`src/rtl/wave_gen_pkg.sv`:
```
// wave_gen_pkg: waveform mode encodings and default widths for the DDS waveform generator.
package wave_gen_pkg;
  localparam int PHASE_W_DEF = 24;
  localparam int ADDR_W_DEF = 12;
  localparam int DATA_W_DEF = 8;
  localparam int DIV_W_DEF = 16;
  localparam logic [1:0] MODE_TRI = 2'b00;
  localparam logic [1:0] MODE_SAW = 2'b01;
  localparam logic [1:0] MODE_SQR = 2'b10;
  localparam logic [1:0] MODE_RSAW = 2'b11;
endpackage

```
`src/rtl/wave_gen_if.sv`:
```
// wave_gen_if: config, run-control and sample handshake bundle; WAVE_GEN_AMPL_EN adds cfg_ampl.
interface wave_gen_if import wave_gen_pkg::*; #(
  parameter int PHASE_W = PHASE_W_DEF,
  parameter int DATA_W = DATA_W_DEF,
  parameter int DIV_W = DIV_W_DEF
);
  logic en;
  logic cfg_we;
  logic [PHASE_W-1:0] cfg_ftw;
  logic [1:0] cfg_mode;
  logic [7:0] cfg_duty;
  logic [DIV_W-1:0] cfg_div;
`ifdef WAVE_GEN_AMPL_EN
  logic [7:0] cfg_ampl;
`endif
  logic [DATA_W-1:0] sample_data;
  logic sample_valid;
  logic sample_ready;
  logic overrun;
  logic phase_wrap;
  modport master (
`ifdef WAVE_GEN_AMPL_EN
    output cfg_ampl,
`endif
    output en, cfg_we, cfg_ftw, cfg_mode, cfg_duty, cfg_div, sample_ready,
    input sample_data, sample_valid, overrun, phase_wrap
  );
  modport slave (
`ifdef WAVE_GEN_AMPL_EN
    input cfg_ampl,
`endif
    input en, cfg_we, cfg_ftw, cfg_mode, cfg_duty, cfg_div, sample_ready,
    output sample_data, sample_valid, overrun, phase_wrap
  );
endinterface

```
`src/rtl/wave_phase_acc.sv`:
```
// wave_phase_acc: prescaler, phase accumulator, wrap pulse and glitch-free config commit.
// WAVE_GEN_AMPL_EN adds the amplitude field to the shadow/active set.
module wave_phase_acc import wave_gen_pkg::*; #(
  parameter int PHASE_W = PHASE_W_DEF,
  parameter int DATA_W = DATA_W_DEF,
  parameter int DIV_W = DIV_W_DEF
) (
  input  logic               clk,
  input  logic               rst,
  input  logic               en_i,
  input  logic               cfg_we_i,
  input  logic [PHASE_W-1:0] cfg_ftw_i,
  input  logic [1:0]         cfg_mode_i,
  input  logic [7:0]         cfg_duty_i,
`ifdef WAVE_GEN_AMPL_EN
  input  logic [7:0]         cfg_ampl_i,
  output logic [7:0]         ampl_o,
`endif
  input  logic [DIV_W-1:0]   cfg_div_i,
  output logic               tick_o,
  output logic [DATA_W:0]    addr_o,
  output logic [1:0]         mode_o,
  output logic [7:0]         duty_o,
  output logic               phase_wrap_o
);
  logic [DIV_W-1:0] cnt_q, cnt_d;
  logic [PHASE_W-1:0] phase_q, phase_d, sum, sh_ftw_q, act_ftw_q;
  logic [1:0] sh_mode_q, act_mode_q;
  logic [7:0] sh_duty_q, act_duty_q;
  logic carry, tick, commit, pend_q, wrap_q;
`ifdef WAVE_GEN_AMPL_EN
  logic [7:0] sh_ampl_q, act_ampl_q;
  assign ampl_o = act_ampl_q;
`endif
  always_comb begin
    tick = en_i && (cnt_q == cfg_div_i);
    {carry, sum} = {1'b0, phase_q} + {1'b0, act_ftw_q};
    phase_d = tick ? sum : phase_q;
    cnt_d = !en_i ? cnt_q : tick ? '0 : cnt_q + 1'b1;
    commit = pend_q && ((tick && carry) || !en_i || act_ftw_q == '0);
  end
  // A commit consumes the old shadow; a simultaneous write re-arms pending with the new one.
  always_ff @(posedge clk) begin
    if (rst) begin
      cnt_q <= '0;
      phase_q <= '0;
      wrap_q <= 1'b0;
      pend_q <= 1'b0;
      {sh_ftw_q, sh_mode_q, sh_duty_q} <= '0;
      {act_ftw_q, act_mode_q, act_duty_q} <= '0;
`ifdef WAVE_GEN_AMPL_EN
      sh_ampl_q <= 8'hFF;
      act_ampl_q <= 8'hFF;
`endif
    end else begin
      cnt_q <= cnt_d;
      phase_q <= phase_d;
      wrap_q <= tick && carry;
      pend_q <= cfg_we_i || (pend_q && !commit);
      if (commit) {act_ftw_q, act_mode_q, act_duty_q} <= {sh_ftw_q, sh_mode_q, sh_duty_q};
      if (cfg_we_i) {sh_ftw_q, sh_mode_q, sh_duty_q} <= {cfg_ftw_i, cfg_mode_i, cfg_duty_i};
`ifdef WAVE_GEN_AMPL_EN
      if (commit) act_ampl_q <= sh_ampl_q;
      if (cfg_we_i) sh_ampl_q <= cfg_ampl_i;
`endif
    end
  end
  assign tick_o = tick;
  assign addr_o = phase_d[PHASE_W-1 -: DATA_W+1];
  assign mode_o = act_mode_q;
  assign duty_o = act_duty_q;
  assign phase_wrap_o = wrap_q;
endmodule

```
`src/rtl/wave_gen.sv`:
```
// wave_gen: DDS waveform generator top - waveform synthesis mux and sample valid/ready handshake.
// WAVE_GEN_AMPL_EN adds an amplitude scaling stage (latency 2 instead of 1).
module wave_gen import wave_gen_pkg::*; #(
  parameter int PHASE_W = PHASE_W_DEF,
  parameter int ADDR_W = ADDR_W_DEF,
  parameter int DATA_W = DATA_W_DEF,
  parameter int DIV_W = DIV_W_DEF
) (
  input logic       clk,
  input logic       rst,
  wave_gen_if.slave bus
);
  if (ADDR_W - 1 < DATA_W) $error("wave_gen: ADDR_W-1 must be >= DATA_W");
  logic tick, load, valid_q, ovr_q;
  logic [DATA_W:0] a;
  logic [1:0] mode;
  logic [7:0] duty;
  logic [DATA_W-1:0] raw, ld_data, data_q;
`ifdef WAVE_GEN_AMPL_EN
  logic [7:0] ampl, ampl_q;
  logic [DATA_W-1:0] raw_q;
  logic ld_q;
  logic [DATA_W+7:0] prod;
`endif
  wave_phase_acc #(.PHASE_W(PHASE_W), .DATA_W(DATA_W), .DIV_W(DIV_W)) u_acc (
    .clk(clk), .rst(rst), .en_i(bus.en), .cfg_we_i(bus.cfg_we), .cfg_ftw_i(bus.cfg_ftw),
    .cfg_mode_i(bus.cfg_mode), .cfg_duty_i(bus.cfg_duty),
`ifdef WAVE_GEN_AMPL_EN
    .cfg_ampl_i(bus.cfg_ampl), .ampl_o(ampl),
`endif
    .cfg_div_i(bus.cfg_div), .tick_o(tick), .addr_o(a), .mode_o(mode), .duty_o(duty),
    .phase_wrap_o(bus.phase_wrap)
  );
  // a holds the top DATA_W+1 phase bits: MSB selects the triangle half, the rest is the ramp.
  always_comb
    raw = mode == MODE_TRI ? (a[DATA_W] ? ~a[DATA_W-1:0] : a[DATA_W-1:0]) :
          mode == MODE_SAW ? a[DATA_W:1] :
          mode == MODE_SQR ? {DATA_W{a[DATA_W -: 8] < duty}} : ~a[DATA_W:1];
`ifdef WAVE_GEN_AMPL_EN
  always_ff @(posedge clk) begin
    if (rst) begin
      raw_q <= '0;
      ampl_q <= 8'hFF;
      ld_q <= 1'b0;
    end else begin
      raw_q <= raw;
      ampl_q <= ampl;
      ld_q <= tick;
    end
  end
  assign prod = {8'b0, raw_q} * {{DATA_W{1'b0}}, ampl_q};
  assign ld_data = prod[DATA_W+7:8];
  assign load = ld_q;
`else
  assign ld_data = raw;
  assign load = tick;
`endif
  always_ff @(posedge clk) begin
    if (rst) begin
      data_q <= '0;
      valid_q <= 1'b0;
      ovr_q <= 1'b0;
    end else begin
      if (load) data_q <= ld_data;
      valid_q <= load || (valid_q && !bus.sample_ready);
      ovr_q <= ovr_q || (load && valid_q && !bus.sample_ready);
    end
  end
  assign bus.sample_data = data_q;
  assign bus.sample_valid = valid_q;
  assign bus.overrun = ovr_q;
endmodule

```
`src/flat_wrapper.sv`:
```
// flat-port wrapper written by rule: the top's interface ports become plain ports
module wave_gen_flat import wave_gen_pkg::*;
#(
  parameter int PHASE_W = PHASE_W_DEF,
  parameter int ADDR_W = ADDR_W_DEF,
  parameter int DATA_W = DATA_W_DEF,
  parameter int DIV_W = DIV_W_DEF
)
  (clk, rst, bus_en, bus_cfg_we, bus_cfg_ftw, bus_cfg_mode, bus_cfg_duty, bus_cfg_div, bus_sample_ready, bus_sample_data, bus_sample_valid, bus_overrun, bus_phase_wrap);
  wave_gen_if #(.PHASE_W(PHASE_W), .DATA_W(DATA_W), .DIV_W(DIV_W)) bus_i ();
  input logic clk;
  input logic rst;
  input wire logic [$bits(bus_i.en)-1:0] bus_en;
  input wire logic [$bits(bus_i.cfg_we)-1:0] bus_cfg_we;
  input wire logic [$bits(bus_i.cfg_ftw)-1:0] bus_cfg_ftw;
  input wire logic [$bits(bus_i.cfg_mode)-1:0] bus_cfg_mode;
  input wire logic [$bits(bus_i.cfg_duty)-1:0] bus_cfg_duty;
  input wire logic [$bits(bus_i.cfg_div)-1:0] bus_cfg_div;
  input wire logic [$bits(bus_i.sample_ready)-1:0] bus_sample_ready;
  output wire logic [$bits(bus_i.sample_data)-1:0] bus_sample_data;
  output wire logic [$bits(bus_i.sample_valid)-1:0] bus_sample_valid;
  output wire logic [$bits(bus_i.overrun)-1:0] bus_overrun;
  output wire logic [$bits(bus_i.phase_wrap)-1:0] bus_phase_wrap;
  assign bus_i.en = bus_en;
  assign bus_i.cfg_we = bus_cfg_we;
  assign bus_i.cfg_ftw = bus_cfg_ftw;
  assign bus_i.cfg_mode = bus_cfg_mode;
  assign bus_i.cfg_duty = bus_cfg_duty;
  assign bus_i.cfg_div = bus_cfg_div;
  assign bus_i.sample_ready = bus_sample_ready;
  assign bus_sample_data = bus_i.sample_data;
  assign bus_sample_valid = bus_i.sample_valid;
  assign bus_overrun = bus_i.overrun;
  assign bus_phase_wrap = bus_i.phase_wrap;
  wave_gen #(.PHASE_W(PHASE_W), .ADDR_W(ADDR_W), .DATA_W(DATA_W), .DIV_W(DIV_W)) u_core (.clk(clk), .rst(rst), .bus(bus_i));
endmodule
```
`config.mk`:
```
export PLATFORM = sky130hd
export DESIGN_NAME = wave_gen_flat
export DESIGN_NICKNAME = d
export VERILOG_FILES = /design/src/rtl/wave_gen_pkg.sv /design/src/rtl/wave_gen_if.sv /design/src/rtl/wave_phase_acc.sv /design/src/rtl/wave_gen.sv /design/src/flat_wrapper.sv
export SDC_FILE = /design/constraint.sdc
export NUM_CORES = 1
export LEC_CHECK = 0
export BUFFER_PORTS_ARGS = -buffer_cell sky130_fd_sc_hd__buf_2
export CAP_MARGIN = 10
export CORE_ASPECT_RATIO = 0.9
export CORE_MARGIN = 8
export CORE_UTILIZATION = 25
export DETAILED_ROUTE_END_ITERATION = 6
export PLACE_DENSITY_LB_ADDON = 0.08
export SLEW_MARGIN = 20
export SYNTH_ARGS = -nofsm -noshare
export SYNTH_HDL_FRONTEND = slang
export SYNTH_SLANG_ARGS = --single-unit
```
`constraint.sdc`:
```
create_clock -name clk -period 5.7 [get_ports clk]
set_clock_uncertainty 0.15 [all_clocks]
set_input_delay 0.855 -clock clk [delete_from_list [all_inputs] [get_ports clk]]
set_output_delay 0.855 -clock clk [all_outputs]
set_load 0.005 [all_outputs]
```
==> flow_summary.toml <==
[sta]
relSlewSlack = 0.420
worst-slew-pin-transition_ns = 0.862
tns_ns = 0
rsz0062_at_grt = "false"
hold_viol = 0
finalCritPeriodShare = 0.818
slew_viol_final = 0
period_minus_slack_ns = 4.66
clock.fmax_ghz = 0.214
whs_ns = 0.307
setup_violations = 0

[cells_and_area]
multi_input_area_mm2 = 0.00364
post-route-util = 0.303
seq_area_mm2 = 0.00240
antennaDiodeCount = 0
drive_gt1_frac = 0.151
area_growth_pct = 20.1
fin_area_mm2 = 0.00756
fillers = 2670
num-nets-final = 856

[global_routing]
grt_max_degree = 65
gr-total-overflow = 0
grt_pass1_vias = 5122
gr-usage-all-layers = 0.117
grt_pass1_wl_um = 28200
antenna_found_initial = 0

[die]
die_area_mm2 = 0.0305
die_h_um = 167
start_util = 0.252
num_rows = 55
core_area_mm2 = 0.0250
die_x_um = 183
ios = 66

[clock_tree]
htree_levels = 4
path_clk_slew_ns = 0.06
ctsResizeCount = 0
cts_root_buf = "clkbuf_16"
clk_latency_ns = 0.43
cts_buffer_depth = 2
numCtsBuffers = 17
cts_hold_buffers = 0
cts_sinks = 120
post_cts_buffers = 0
cts_tree = "built"

[logic_synthesis]
ys_seq_elements = 120
seq_area_frac_synth = 0.381
synth_most_common_cell = "dfxtp_1"
synth_area_per_cell_um2 = 8.89
synth_cell_types = 60
synth_top_area_share = 0.381
synth_cells = 708
synth_edf_count = 0
synth_area_leader_cell = "dfxtp_1"
synth_fp_nets = 796
yosys_warnings = 0
netlist_area_mm2 = 0.00630
async_reset_ff_frac = 0
yosys-top-cells-count = "120 x dfxtp_1, 114 x nor2_1, 79 x mux2i_1"
netlist_top_cells_area = "dfxtp_1 38%, mux2i_1 13%, nor2_1 6.8%, ha_1 6.4%, xor2_1 4.3%"
yosys_most_used_dff = "dfxtp_1"

[worst_setup_path]
path_class = "register to register"
crit_path_end_kind = "register"
worstPathRequired_ns = 5.91
r2r_slack_ns = 1.04
max_stage_delay_ns = 0.43
cp_slowest_cell = "fa_1"
critPathArrivalTime_ns = 4.87
path_cells = "ha_1 -> fa_1 -> a211oi_1 -> o211ai_1 -> nand4_1 -> nand4b_1 -> a31oi_1 -> xnor2_1 -> mux2i_1 -> inv_1 -> ha_1 -> a21o_1 -> a21oi_1 -> nor2b_1 -> nor4_1 -> and3_1 -> nand2b_1 -> and3_2 -> a311o_1 -> a21oi_2"
start_kind = "register"
worstPathMaxFanout = 8
cpMostUsedCell = "ha_1"
path_buf_inv = 1
critPathTopFamily = "compound AO/OA/AOI/OAI gates"

[detailed_routing]
ant_nets = 0
wl_um = 17400
met2_length_um = 7090
via_per_inst = 4.55
drtPass1Iterations = 4
highest_layer = "met4"
m1WireLength_um = 9330
met3WireLength_um = 743
drt_iter0_drc = 317
wl_per_cell_um = 15.5
vias = 5107
drcViolationCount = 0

[flow_run]
drv_cap = 0

[power]
p_total_uw = 2180
power_leakage_uw = 0.00342
power_density_mw_per_mm2 = 288
peakVddDrop_mv = 0.160

[hold_path]
hold_path.class = "register to register"

[placement]
io_buffers = 65
dpl.hpwl_um = 12800
placed_area_mm2 = 0.00694
globalplace.congestion = 0.799

[run_status]
status = "finished clean"
cell type report:
type | instances | share of cell area
multi-input combinational | 539 | 0.482
tap | 342 | 0.0566
inverter | 16 | 0.00794
timing repair buffer | 74 | 0.0539
sequential | 120 | 0.318
clock inverter | 13 | 0.0237
clock buffer | 18 | 0.0581
through the flow:
stage / cells / worst slack, ns
after detailed placement: 1091 / 0.946
final: 1122 / 1.04
after global placement: 1091 / 1.00
after floorplan: 708 / 1.31
after CTS: 1122 / 1.01
after global routing: 1122 / 0.632
worst paths after layout:
kind | from | to | depth (start not counted)
setup / recovery | u_core.u_acc.phase_q[0]$_SDFFE_PP0P_ | u_core.bus.sample_data[5]$_SDFFE_PP0P_ | 20
hold / removal | u_core.u_acc.phase_q[7]$_SDFFE_PP0P_ | u_core.u_acc.phase_q[7]$_SDFFE_PP0P_ | 2
setup reg to reg | u_core.u_acc.phase_q[0]$_SDFFE_PP0P_ | u_core.bus.sample_data[5]$_SDFFE_PP0P_ | 20
hold reg to reg | u_core.u_acc.phase_q[7]$_SDFFE_PP0P_ | u_core.u_acc.phase_q[7]$_SDFFE_PP0P_ | 2
worst reg2reg max path: stages (launching register included):
cell,delay [ns]
dfxtp_1,0.31
ha_1,0.24
fa_1,0.43
a211oi_1,0.29
o211ai_1,0.24
nand4_1,0.16
nand4b_1,0.13
a31oi_1,0.23
xnor2_1,0.09
mux2i_1,0.42
inv_1,0.09
ha_1,0.19
a21o_1,0.17
a21oi_1,0.14
nor2b_1,0.06
nor4_1,0.26
and3_1,0.24
nand2b_1,0.06
and3_2,0.27
a311o_1,0.34
a21oi_2,0.09
flip-flops by register name (all words and copies together), names as in the netlist:
| name | flops |
|---|---|
| u_core.u_acc.mode_o | 2 |
| u_core.bus.sample_valid | 1 |
| u_core.u_acc.sh_ftw_q | 24 |
| u_core.u_acc.pend_q | 1 |
| u_core.u_acc.sh_mode_q | 2 |
| u_core.u_acc.act_ftw_q | 24 |
| u_core.u_acc.phase_q | 24 |
| u_core.u_acc.phase_wrap_o | 1 |
| u_core.u_acc.sh_duty_q | 8 |
| u_core.u_acc.cnt_q | 16 |
| u_core.u_acc.duty_o | 8 |
| u_core.bus.overrun | 1 |
| u_core.bus.sample_data | 8 |
layout by cell type, fill, tap and decap left out, types with 3 or more instances in the layout:
master and n:
nand3_1 17, clkinv_2 5, o211ai_1 7, nor2_1 114, nand4_1 9, mux2i_1 79, nor2b_1 8, dfxtp_1 120
ha_1 32, a211oi_1 8, nand2_1 54, bufinv_16 4, clkinv_4 3, o21ai_0 13, o21ai_1 4, a21oi_1 41
and3_1 9, nor3_1 5, o21a_1 4, buf_4 9, clkbuf_16 17, nor4_1 12, xor2_1 31, inv_1 16
nand2b_1 6, a31oi_1 5, and4_1 5, xnor2_1 27, buf_2 64, a21o_1 7
cell families (layout without fill, tap and decap cells):
kind of cell | count (synthesis) | in the layout | share of synthesized area
buffers and inverters | 49 | 121 | 0.0415
muxes | 80 | 80 | 0.128
adders and majority gates | 33 | 33 | 0.0668
xor gates and xnor gates | 58 | 58 | 0.0807
AOI/OAI and AO/OA | 109 | 109 | 0.110
and+or+nand+nor | 259 | 259 | 0.192
DFF | 120 | 120 | 0.381
metal layers:
layer / GRT usage / vias up
met2: 0.163 / 89
met4: 0.0360 / 0
li1: - / 2607
met1: 0.170 / 2396
met3: 0.0320 / 15
met5: 0 / -
report_power, final:
| part | switching (uW) | internal, uW | total, uW |
|---|---|---|---|
| logic | 88.6 | 69.8 | 158 |
| registers | 18.5 | 863 | 882 |
| clock network | 403 | 737 | 1140 |
| total | 510 | 1670 | 2180 |
Note: power is estimated with default switching activity, not from simulation.
